File: config.mk
export PLATFORM = sky130hd
export DESIGN_NAME = up_down_counter
export DESIGN_NICKNAME = d
export VERILOG_FILES = /design/src/rtl/up_down_counter.sv
export SDC_FILE = /design/constraint.sdc
export NUM_CORES = 1
export LEC_CHECK = 0
export CORE_AREA = 10 10 47 49
export DETAILED_ROUTE_END_ITERATION = 10
export DIE_AREA = 0 0 57 59
export GPL_ROUTABILITY_DRIVEN = 0
export PLACE_DENSITY = 0.47
export SLEW_MARGIN = 20
export SYNTH_ARGS = -nofsm -noshare
export SYNTH_HDL_FRONTEND = slang
export SYNTH_SLANG_ARGS = --single-unit
File: constraint.sdc
create_clock -name Clock -period 1.3 [get_ports Clock]
set_input_delay 0.26 -clock Clock [delete_from_list [all_inputs] [get_ports Clock]]
set_output_delay 0.26 -clock Clock [all_outputs]
set_load 0.02 [all_outputs]
File: src/rtl/up_down_counter.sv
`default_nettype none
// ============================================================================
// Module      : up_down_counter
// Description : Synchronous, loadable, bidirectional binary counter.
//               On every rising edge of Clock the count is cleared, parallel
//               loaded, incremented or decremented (in that priority order).
//               Arithmetic is unsigned and wraps modulo 2^WIDTH.
// Ports       : Clock         - system clock, rising-edge active
//               Reset         - synchronous active-high clear
//               UpDown        - 1 = count up, 0 = count down
//               LoadCount     - synchronous parallel-load strobe
//               CounterLoad   - value loaded while LoadCount = 1
//               CounterOutput - current count, straight from the register
// Revision    : 1.0 - initial release
// ============================================================================
module up_down_counter #(
    parameter int WIDTH = 4
) (
    input  logic             Clock,
    input  logic             Reset,
    input  logic             UpDown,
    input  logic             LoadCount,
    input  logic [WIDTH-1:0] CounterLoad,
    output logic [WIDTH-1:0] CounterOutput
);

    localparam logic [WIDTH-1:0] c_ONE  = {{(WIDTH-1){1'b0}}, 1'b1};
    localparam logic [WIDTH-1:0] c_ZERO = '0;

    logic [WIDTH-1:0] r_count;
    logic [WIDTH-1:0] w_nextCount;

    // Wrap-around falls out of the WIDTH-bit truncation of the sum/difference.
    always_comb begin
        w_nextCount = r_count;
        if (LoadCount) begin
            w_nextCount = CounterLoad;
        end else if (UpDown) begin
            w_nextCount = r_count + c_ONE;
        end else begin
            w_nextCount = r_count - c_ONE;
        end
    end

    // Reset dominates load and count.
    always_ff @(posedge Clock) begin
        if (Reset) begin
            r_count <= c_ZERO;
        end else begin
            r_count <= w_nextCount;
        end
    end

    assign CounterOutput = r_count;

endmodule
`default_nettype wire

==> impl_metrics.toml <==
[placement]
io_buffers = 11
detailedPlacementHpwl_microns = 577

[route]
via_count = 237
drt-wirelength-per-cell_microns = 11.9
drt.antenna.violating_nets = 0
wirelength_microns = 677
dr.pass1.iters = 3
avgViaCountPerCell = 4.16
drt-initial-drc-count = 3
drc = 0

[layout]
flow.area_growth_from_synthesis_pct = 77.6
drive_gt1_share_pct = 36.6
num-nets-final = 54
antenna-diode-count = 0
largest_register_ffs = 4
num-fill-cells = 165

[setup_path]
cp_num_cells = 4
critPathLaunchType = "flop"
timing.critical_path.max_delay_family = "compound AO/OA/AOI/OAI gates"
crit_required_ns = 1.46
timing.critical_path.to_type = "flop"
cpPeakStageDelay_ns = 0.42
critical_path_buf_inv_count = 0
worstPathArrival_ns = 1.40
criticalPathCategory = "reg2reg"
reg2reg_depth = 4
crit_chain = "ha_4 -> nand3_2 -> a2111o_1 -> o211ai_2"
worst-path-max-fanout = 3
cp_slowest_cell = "a2111o_1"

[timing]
setup_total_negative_slack_ns = 0
relSlewSlack_pct = 80.4
clock.fmax_mhz = 806
number_of_hold_violations_in_the_final_report = 0
min_period_ns = 1.24
period_share_pct = 95.5
final_setup_violation_count = 0
worst_clock_skew_ns = 0.000189
timing_max_transition_violations_final = 0
unrepaired_setup_endpoints_after_global_routing = "no"
worst_pin_slew_ns = 0.293
worst_hold_slack_across_all_endpoints_ns = 0.594

[worst_hold_path]
worstHoldPathCells = 3
holdCritPathClass = "reg2reg"

[floorplanning]
core_area_sq_mm = 0.00140
row_count = 14
die_h_microns = 59
die_x_microns = 57
start_util_pct = 17.5
die_area_sq_mm = 0.00336
pin_count = 12

[synth]
synthCells = 25
syn_area_per_cell_sq_um = 9.81
register_bit_total_from_synthesis = 4
mappedNetlistArea_sq_um = 245
synth.yosys.seq_area_share_pct = 32.7
post_synthesis_cell_type_count = 15
cell_taking_the_most_area_after_synthesis = "dfxtp_1"
syn-num-nets = 36
yosys_warnings = 0
synth_area_leaders = "dfxtp_1 (33%), ha_1 (10%), fa_1 (8.2%), mux2i_1 (8.2%), nor2_1 (7.7%)"
yosys.area.top_type_share_pct = 32.7

[clock_tree]
cts_tree = "yes"
cts_post_setup_buffers_inserted = 0
cts.clk_slew.worst_paths_ns = 0.03
clock_insertion_delay_worst_skew_ns = 0.23
cts_root_buf = "clkbuf_4"
htree_levels = 1
clock_tree.buffer_depth = 2
cts_made_buffers = 3
cts_num_sinks = 4

[status]
outcome = "finished clean"

[flow_run]
cap_violations = 0

[grt]
overflow = 0
grt_max_degree = 8
number_of_antenna_violations_at_the_first_check_in_global_routing = 0
grt_first_pass_wirelength_mm = 1.08
track_usage_pct = 4.27
first_global_vias = 277

[pwr]
design_power_total_uw = 455
leakagePower_uw = 0.000185
powerDensity_mw_per_mm2 = 1050
vdd.ir_drop.worst_uv = 341
path summary, 6_finish.rpt:
kind / start / to / slack [ns]
min reg2reg: CounterOutput[0]$_SDFF_PP0_ / CounterOutput[0]$_SDFF_PP0_ / 0.59
max: CounterOutput[1]$_SDFF_PP0_ / CounterOutput[3]$_SDFF_PP0_ / 0.06
max reg2reg: CounterOutput[1]$_SDFF_PP0_ / CounterOutput[3]$_SDFF_PP0_ / 0.06
min: CounterOutput[0]$_SDFF_PP0_ / CounterOutput[0]$_SDFF_PP0_ / 0.59
cell type report:
class	count	area, sq um	area share (%)
multi-input cells	19	183	42.0
repair buffers	14	124	28.4
flip-flops and latches	4	82.6	19.0
clock buffers	3	22.5	5.17
well taps	16	20.0	4.60
inverters	1	3.75	0.862
tightest hold or removal path: cells and delay by family (launching register included):
kind	cells	cell delay (ns)
simple gates	2	0.17
compound gates	1	0.04
flops	1	0.34
cell usage after synthesis:
library cell and instances:
xor2_1 1, nor2_1 5, o211ai_2 1, a2111o_1 1
buf_6 1, xnor2_1 1, ha_1 2, nand2_1 1
fa_1 1, inv_1 1, nand4_1 1, dfxtp_1 4
a21oi_1 2, nand3_1 1, mux2i_1 2
logic make-up after synthesis:
logic type                 Yosys count  share of synthesized area, %
xor gates and xnor gates             2                          7.14
buffers and inverters                2                          6.12
muxes                                2                          8.16
AOI/OAI and AO/OA                    4                          13.8
and+or+nand+nor                      8                          13.8
adders and majority gates            3                          18.4
DFF                                  4                          32.7
where the power goes:
group	total, uW	internal (uW)	leakage [uW]	switching [uW]
sequential	153	139	0.0000338	14.5
combinational	153	81.9	0.000137	70.8
clock	149	103	0.0000138	46.2
total	455	324	0.000185	132
per-stage QoR:
stage | worst slack, ns | cell area, sq um | std cells | util, %
after detailed placement | -0.518 | 399 | 54 | 28.5
after floorplan | 0.00502 | 258 | 25 | -
after CTS | 0.00991 | 418 | 57 | 29.8
after global routing | 0.0137 | 435 | 57 | 31.1
final | 0.0590 | 435 | 57 | 31.1
after global placement | -0.486 | 399 | 54 | 28.5
metal layers:
| metal | part of all wire (%) | vias to the layer above | GRT usage [%] | routed length, microns |
|---|---|---|---|---|
| met2 | 57 | 5 | 7.13 | 386 |
| met1 | 38 | 110 | 3.55 | 254 |
| met4 | 0.89 | 0 | 5.03 | 6 |
| met3 | 4.1 | 2 | 1.72 | 28 |
| li1 | - | 120 | - | - |
| met5 | 0 | - | 0 | 0 |
cell usage in the layout (no fill, tap or decap), drive strengths merged:
cell	instances
dlygate4sd2	3
xnor2	1
xor2	1
buf	3
nor2	5
nand4	1
nand3	1
a2111o	1
clkdlybuf4s15	1
nand2	1
ha	2
clkdlybuf4s50	6
a21oi	2
dfxtp	4
o211ai	1
fa	1
inv	1
clkbuf	4
mux2i	2
repair_timing:
action / 4_1_cts / 5_1_grt
pin swaps: 0 / 1
setup endpoints to repair: 7 / 2
gates resized for setup: 7 / 7
hold buffers: 0 / 0
Power figures use the tool's default switching activity.
==> edit 1: new RTL, same settings <==
Put one more register stage on the output `CounterOutput`, with the module's reset. The value now appears one clock later.
--- a/src/rtl/up_down_counter.sv
+++ b/src/rtl/up_down_counter.sv
@@ -53,3 +53,9 @@
 
-    assign CounterOutput = r_count;
+    always_ff @(posedge Clock) begin
+        if (Reset) begin
+            CounterOutput <= '0;
+        end else begin
+            CounterOutput <= r_count;
+        end
+    end
 
Behaviour: not the same (Yosys sat finds a counterexample within 4 cycles, from zero or initial values and one cycle with Reset high).
==> edit 1 against the original RTL <==
Worst hold slack worse by 110 ps; non-clock buffer count stayed put; sequential cell count is 4 higher; cell area is 25% higher; power is 35% higher; area after synthesis is 44% higher; routed wire length is 12% higher; die area stayed put; worst setup slack better by 11 ps; sequential share of layout area is 11 points higher; critical path depth is 2 higher; global-route usage is 0.54 points higher; critical path type is now input port to flip-flop; critical endpoint is now r_count[3]$_SDFF_PP0_; highest routed layer unchanged.
==> edit 1: results <==
metrics = {
    "routing": {
        "detail_route.first_pass.iterations": 3,
        "routed_via_density": 4.23,
        "drt-total-wl_um": 758,
        "drt_iter0_markers": 3,
    },
    "global_routing": {
        "global_route_wire_length_before_repair_um": 1210,
        "antenna_found_initial": 0,
        "grt_max_degree": 9,
        "vias_in_the_first_global_route": 312,
        "globalRouteTotalUtil": 0.0481,
    },
    "sta": {
        "finalClockSkew_ps": 3.69,
        "maxSlewHeadroom": 0.810,
    },
    "pwr": {
        "static_power_due_to_leakage_nw": 0.235,
        "ir_drop_uv": 384,
    },
    "clock_tree": {
        "cts-htree-levels": 1,
        "tritoncts.num_buffers": 3,
        "ctsLongestPathBuffers": 2,
        "post_cts.repair.setup_buffers": 0,
        "clock_latency_ps": 250,
        "clkSlewWorstSetupHoldPaths_ps": 50,
        "clock_tree.root_cell": "sky130_fd_sc_hd__clkbuf_4",
    },
    "cells_and_area": {
        "antenna_cells": 0,
        "fillers": 150,
        "layout.nets": 62,
        "final_cells": 65,
        "reg.largest.list": "CounterOutput x4, r_count x4",
        "post_route_cells_drive_above_1_share": 0.286,
    },
    "setup_path": {
        "critical_path_arrival_ps": 1400,
        "start_kind": "input port",
        "path_max_fanout": 3,
        "cp-startpoint": "UpDown",
        "reg2reg_from": "r_count[2]$_SDFF_PP0_",
    },
    "logic_synthesis": {
        "synth_cell_type_count": 17,
        "synth.yosys.warnings": 0,
        "yosysSeqAreaShare": 0.452,
        "synth.area.top_cells": "sky130_fd_sc_hd__dfxtp_1 45%, sky130_fd_sc_hd__ha_1 7.1%, sky130_fd_sc_hd__nor2b_1 7.1%",
        "synthTopCellsByCount": "8 x sky130_fd_sc_hd__dfxtp_1, 5 x sky130_fd_sc_hd__nor2_1, 4 x sky130_fd_sc_hd__nor2b_1",
        "postSynthCellCount": 34,
        "synth-async-reset-ratio": 0,
        "post_syn_nets": 45,
    },
    "placement": {
        "place.port_buffers": 11,
        "post-dp-hpwl_um": 606,
        "placed_cells": 62,
        "post_dp_cell_area_um2": 492,
    },
    "run_status": {
        "run_status": "finished clean",
    },
    "min_path": {
        "worst_hold_startpoint": "r_count[3]$_SDFF_PP0_",
        "min_path_type": "flip-flop to flip-flop",
    },
}
==> edit 1: final cells by class <==
type                            instances  share of cell area
Multi-Input combinational cell         23               0.384
Clock buffer                            3              0.0414
Tap cell                               16              0.0368
Inverter                                1             0.00690
Sequential cell                         8               0.299
Timing Repair Buffer                   14               0.232
==> edit 1: kinds of logic after synthesis <==
group,share of synthesized area
XOR/XNOR,0.0495
AND/OR/NAND/NOR,0.166
AO/OA/AOI/OAI,0.0954
adder cells (fa/ha/maj),0.127
flip-flops,0.452
buffers and inverters,0.0530
multiplexers,0.0565
==> edit 1: timing repair <==
item | CTS | global route
endpoints found under the hold margin | 0 | 0
setup endpoints to repair | 7 | 1
pin swaps | 2 | 2
resized for setup | 9 | 3
==> edit 1: worst max-delay path, stage by stage <==
cell                            delay [ps]
sky130_fd_sc_hd__dlygate4sd2_1         220
sky130_fd_sc_hd__inv_2                  80
sky130_fd_sc_hd__ha_4                  290
sky130_fd_sc_hd__a21oi_2                60
sky130_fd_sc_hd__a2111o_1              410
sky130_fd_sc_hd__o211ai_2               70
==> edit 1: routing by layer <==
layer  vias up  GRT usage  wire, µm
met5         -          0         0
met4         0     0.0302         4
met3         2     0.0408        97
met2        10     0.0744       332
met1       118     0.0420       324
li1        145          -         -
==> edit 1: report_power, final <==
group | switching, W | leakage, nW | internal, W
sequential | 0.0000147 | 0.0667 | 0.000270
combinational | 0.0000653 | 0.154 | 0.0000832
clock | 0.0000775 | 0.0138 | 0.000105
==> edit 1: per-stage QoR <==
stage          utilization  setup WS [ps]  power [W]
6_report             0.388           69.8   0.000616
5_1_grt              0.388           21.0   0.000661
4_1_cts              0.384           20.3   0.000620
3_5_place_dp         0.351           -520   0.000423
3_3_place_gp         0.351           -485   0.000417
2_1_floorplan            -           32.1   0.000362
==> edit 1: path summary, 6_finish.rpt <==
path | end | slack (ps) | cells after the start
max | r_count[3]$_SDFF_PP0_ | 70 | 6
min reg2reg | CounterOutput[3]$_SDFF_PP0_ | 480 | 1
min | CounterOutput[3]$_SDFF_PP0_ | 480 | 1
max reg2reg | r_count[3]$_SDFF_PP0_ | 70 | 4
==> edit 2: new RTL, same flow settings <==
Made on the original files. Add an input register stage for `UpDown`, `LoadCount` and `CounterLoad`, without a reset; this delays them by one clock.
--- a/src/rtl/up_down_counter.sv
+++ b/src/rtl/up_down_counter.sv
@@ -29,2 +29,12 @@
 
+    logic UpDown_q;
+    logic LoadCount_q;
+    logic [WIDTH-1:0] CounterLoad_q;
+
+    always_ff @(posedge Clock) begin
+        UpDown_q      <= UpDown;
+        LoadCount_q   <= LoadCount;
+        CounterLoad_q <= CounterLoad;
+    end
+
     logic [WIDTH-1:0] r_count;
@@ -35,5 +45,5 @@
         w_nextCount = r_count;
-        if (LoadCount) begin
-            w_nextCount = CounterLoad;
-        end else if (UpDown) begin
+        if (LoadCount_q) begin
+            w_nextCount = CounterLoad_q;
+        end else if (UpDown_q) begin
             w_nextCount = r_count + c_ONE;
Check against the original RTL: not equivalent (a bounded check fails within 4 cycles, from zero or initial values and one cycle with Reset high).
==> edit 2 against the original RTL <==
Power rose by 69%; routed wire length rose by 8.7%; largest cell class is now sequential cells; sequential cell count up 6; worst setup slack lost 55 ps; cell area rose by 31%; area after synthesis grew 49%; largest power group unchanged; critical path depth rose by 1; final cell count rose by 12%; sequential power grew 130%.
==> edit 2: results <==
metrics = {
    "global_routing": {
        "global_route_wire_length_before_repair_um": 1280,
        "vias_in_the_first_global_route": 293,
        "globalRouteTotalUtil": 0.0520,
    },
    "min_path": {
        "min_path_type": "input port to flip-flop",
    },
    "routing": {
        "detail_route.first_pass.iterations": 2,
        "drt-total-wl_um": 736,
        "drt_iter0_markers": 1,
        "vias": 274,
    },
    "cells_and_area": {
        "fillers": 144,
        "layout.nets": 60,
        "post_route_cells_drive_above_1_share": 0.333,
    },
    "run_status": {
        "run_status": "finished clean",
    },
    "clock_tree": {
        "clkSlewWorstSetupHoldPaths_ps": 60,
        "clock_latency_ps": 260,
        "post_cts.repair.setup_buffers": 0,
    },
    "setup_path": {
        "critical_path_arrival_ps": 1490,
    },
    "logic_synthesis": {
        "synth.area.top_cells": "sky130_fd_sc_hd__dfxtp_1 55%, sky130_fd_sc_hd__ha_1 6.8%, sky130_fd_sc_hd__fa_1 5.5%",
        "synthTopCellsByCount": "10 x sky130_fd_sc_hd__dfxtp_1, 5 x sky130_fd_sc_hd__nor2_1, 2 x sky130_fd_sc_hd__a21oi_1, 2 x sky130_fd_sc_hd__ha_1, 2 x sky130_fd_sc_hd__mux2i_1",
        "post_syn_nets": 42,
        "yosysSeqAreaShare": 0.548,
    },
    "pwr": {
        "intPower_w": 0.000583,
        "static_power_due_to_leakage_nw": 0.241,
        "ir_drop_uv": 596,
    },
    "sta": {
        "finalClockSkew_ps": 4.93,
        "maxSlewHeadroom": 0.817,
    },
    "placement": {
        "post_dp_cell_area_um2": 519,
        "post-dp-hpwl_um": 592,
    },
}
-- edit 2: cell count changes in the layout (fill, tap and decap cells not counted), sizes merged --
cell and change:
clkdlybuf4s50 +1, clkbuf +1, dfxtp +6, dlygate4sd2 -1
-- edit 2: critical path, delay by kind of cell (launching register included) --
kind / cells / cell delay (ps)
AOI/OAI and AO/OA: 2 / 490
adders and majority gates: 1 / 260
buffers and inverters: 1 / 50
DFF: 1 / 350
and+or+nand+nor: 1 / 70
-- edit 2: logic make-up (layout without fill, tap and decap cells) --
| kind of cell | Yosys count | count (layout) | synth area share |
|---|---|---|---|
| AO/OA/AOI/OAI | 4 | 4 | 0.0925 |
| XOR/XNOR | 2 | 2 | 0.0480 |
| adder cells (fa/ha/maj) | 3 | 3 | 0.123 |
| buffers and inverters | 2 | 19 | 0.0411 |
| flip-flops | 10 | 10 | 0.548 |
| multiplexers | 2 | 2 | 0.0548 |
| AND/OR/NAND/NOR | 8 | 8 | 0.0925 |
-- edit 2: routing by layer --
layer,GRT usage,vias to the layer above,routed length [µm]
li1,-,139,-
met1,0.0515,120,295
met2,0.0636,11,329
met3,0.0386,4,85
met4,0.0604,0,25
met5,0,-,0
-- edit 2: layout make-up --
type                       instances  area share
sequential                        10       0.354
inverter                           1      0.0109
multi-input combinational         19       0.315
tap                               16      0.0350
timing repair buffer              14       0.221
clock buffer                       4      0.0635
-- edit 2: power by group through the flow --
stage | Clock, W | Combinational, W | Sequential (W)
floorplan | 0 | 0.0000618 | 0.000370
global placement | 0 | 0.000143 | 0.000356
detailed placement | 0 | 0.000146 | 0.000359
CTS | 0.000283 | 0.000139 | 0.000351
global route | 0.000292 | 0.000161 | 0.000357
finish | 0.000272 | 0.000145 | 0.000354
-- edit 2: per-stage QoR --
stage               utilization  std cells  hold slack, ps  setup WS, ps
global route              0.408         64             418         -33.5
floorplan                     -         31             288          3.55
global placement          0.371         60             450         -8.50
CTS                       0.396         64             423          1.41
detailed placement        0.371         60             459         -24.3
finish                    0.408         64             429          4.25
-- edit 2: path summary, 6_finish.rpt --
| path | start | endpoint | slack (ps) | depth (start not counted) |
|---|---|---|---|---|
| min | UpDown | UpDown_q$_DFF_P_ | 430 | 1 |
| max | UpDown_q$_DFF_P_ | CounterOutput[3]$_SDFF_PP0_ | 4 | 5 |
| max reg2reg | UpDown_q$_DFF_P_ | CounterOutput[3]$_SDFF_PP0_ | 4 | 5 |
| min reg2reg | CounterLoad_q[0]$_DFF_P_ | CounterOutput[0]$_SDFF_PP0_ | 470 | 2 |
-- edit 2: timing repair --
| item | in CTS | in global routing |
|---|---|---|
| endpoints found under the setup margin | 5 | 3 |
| pin swaps | 0 | 2 |
| gates resized for setup | 7 | 6 |
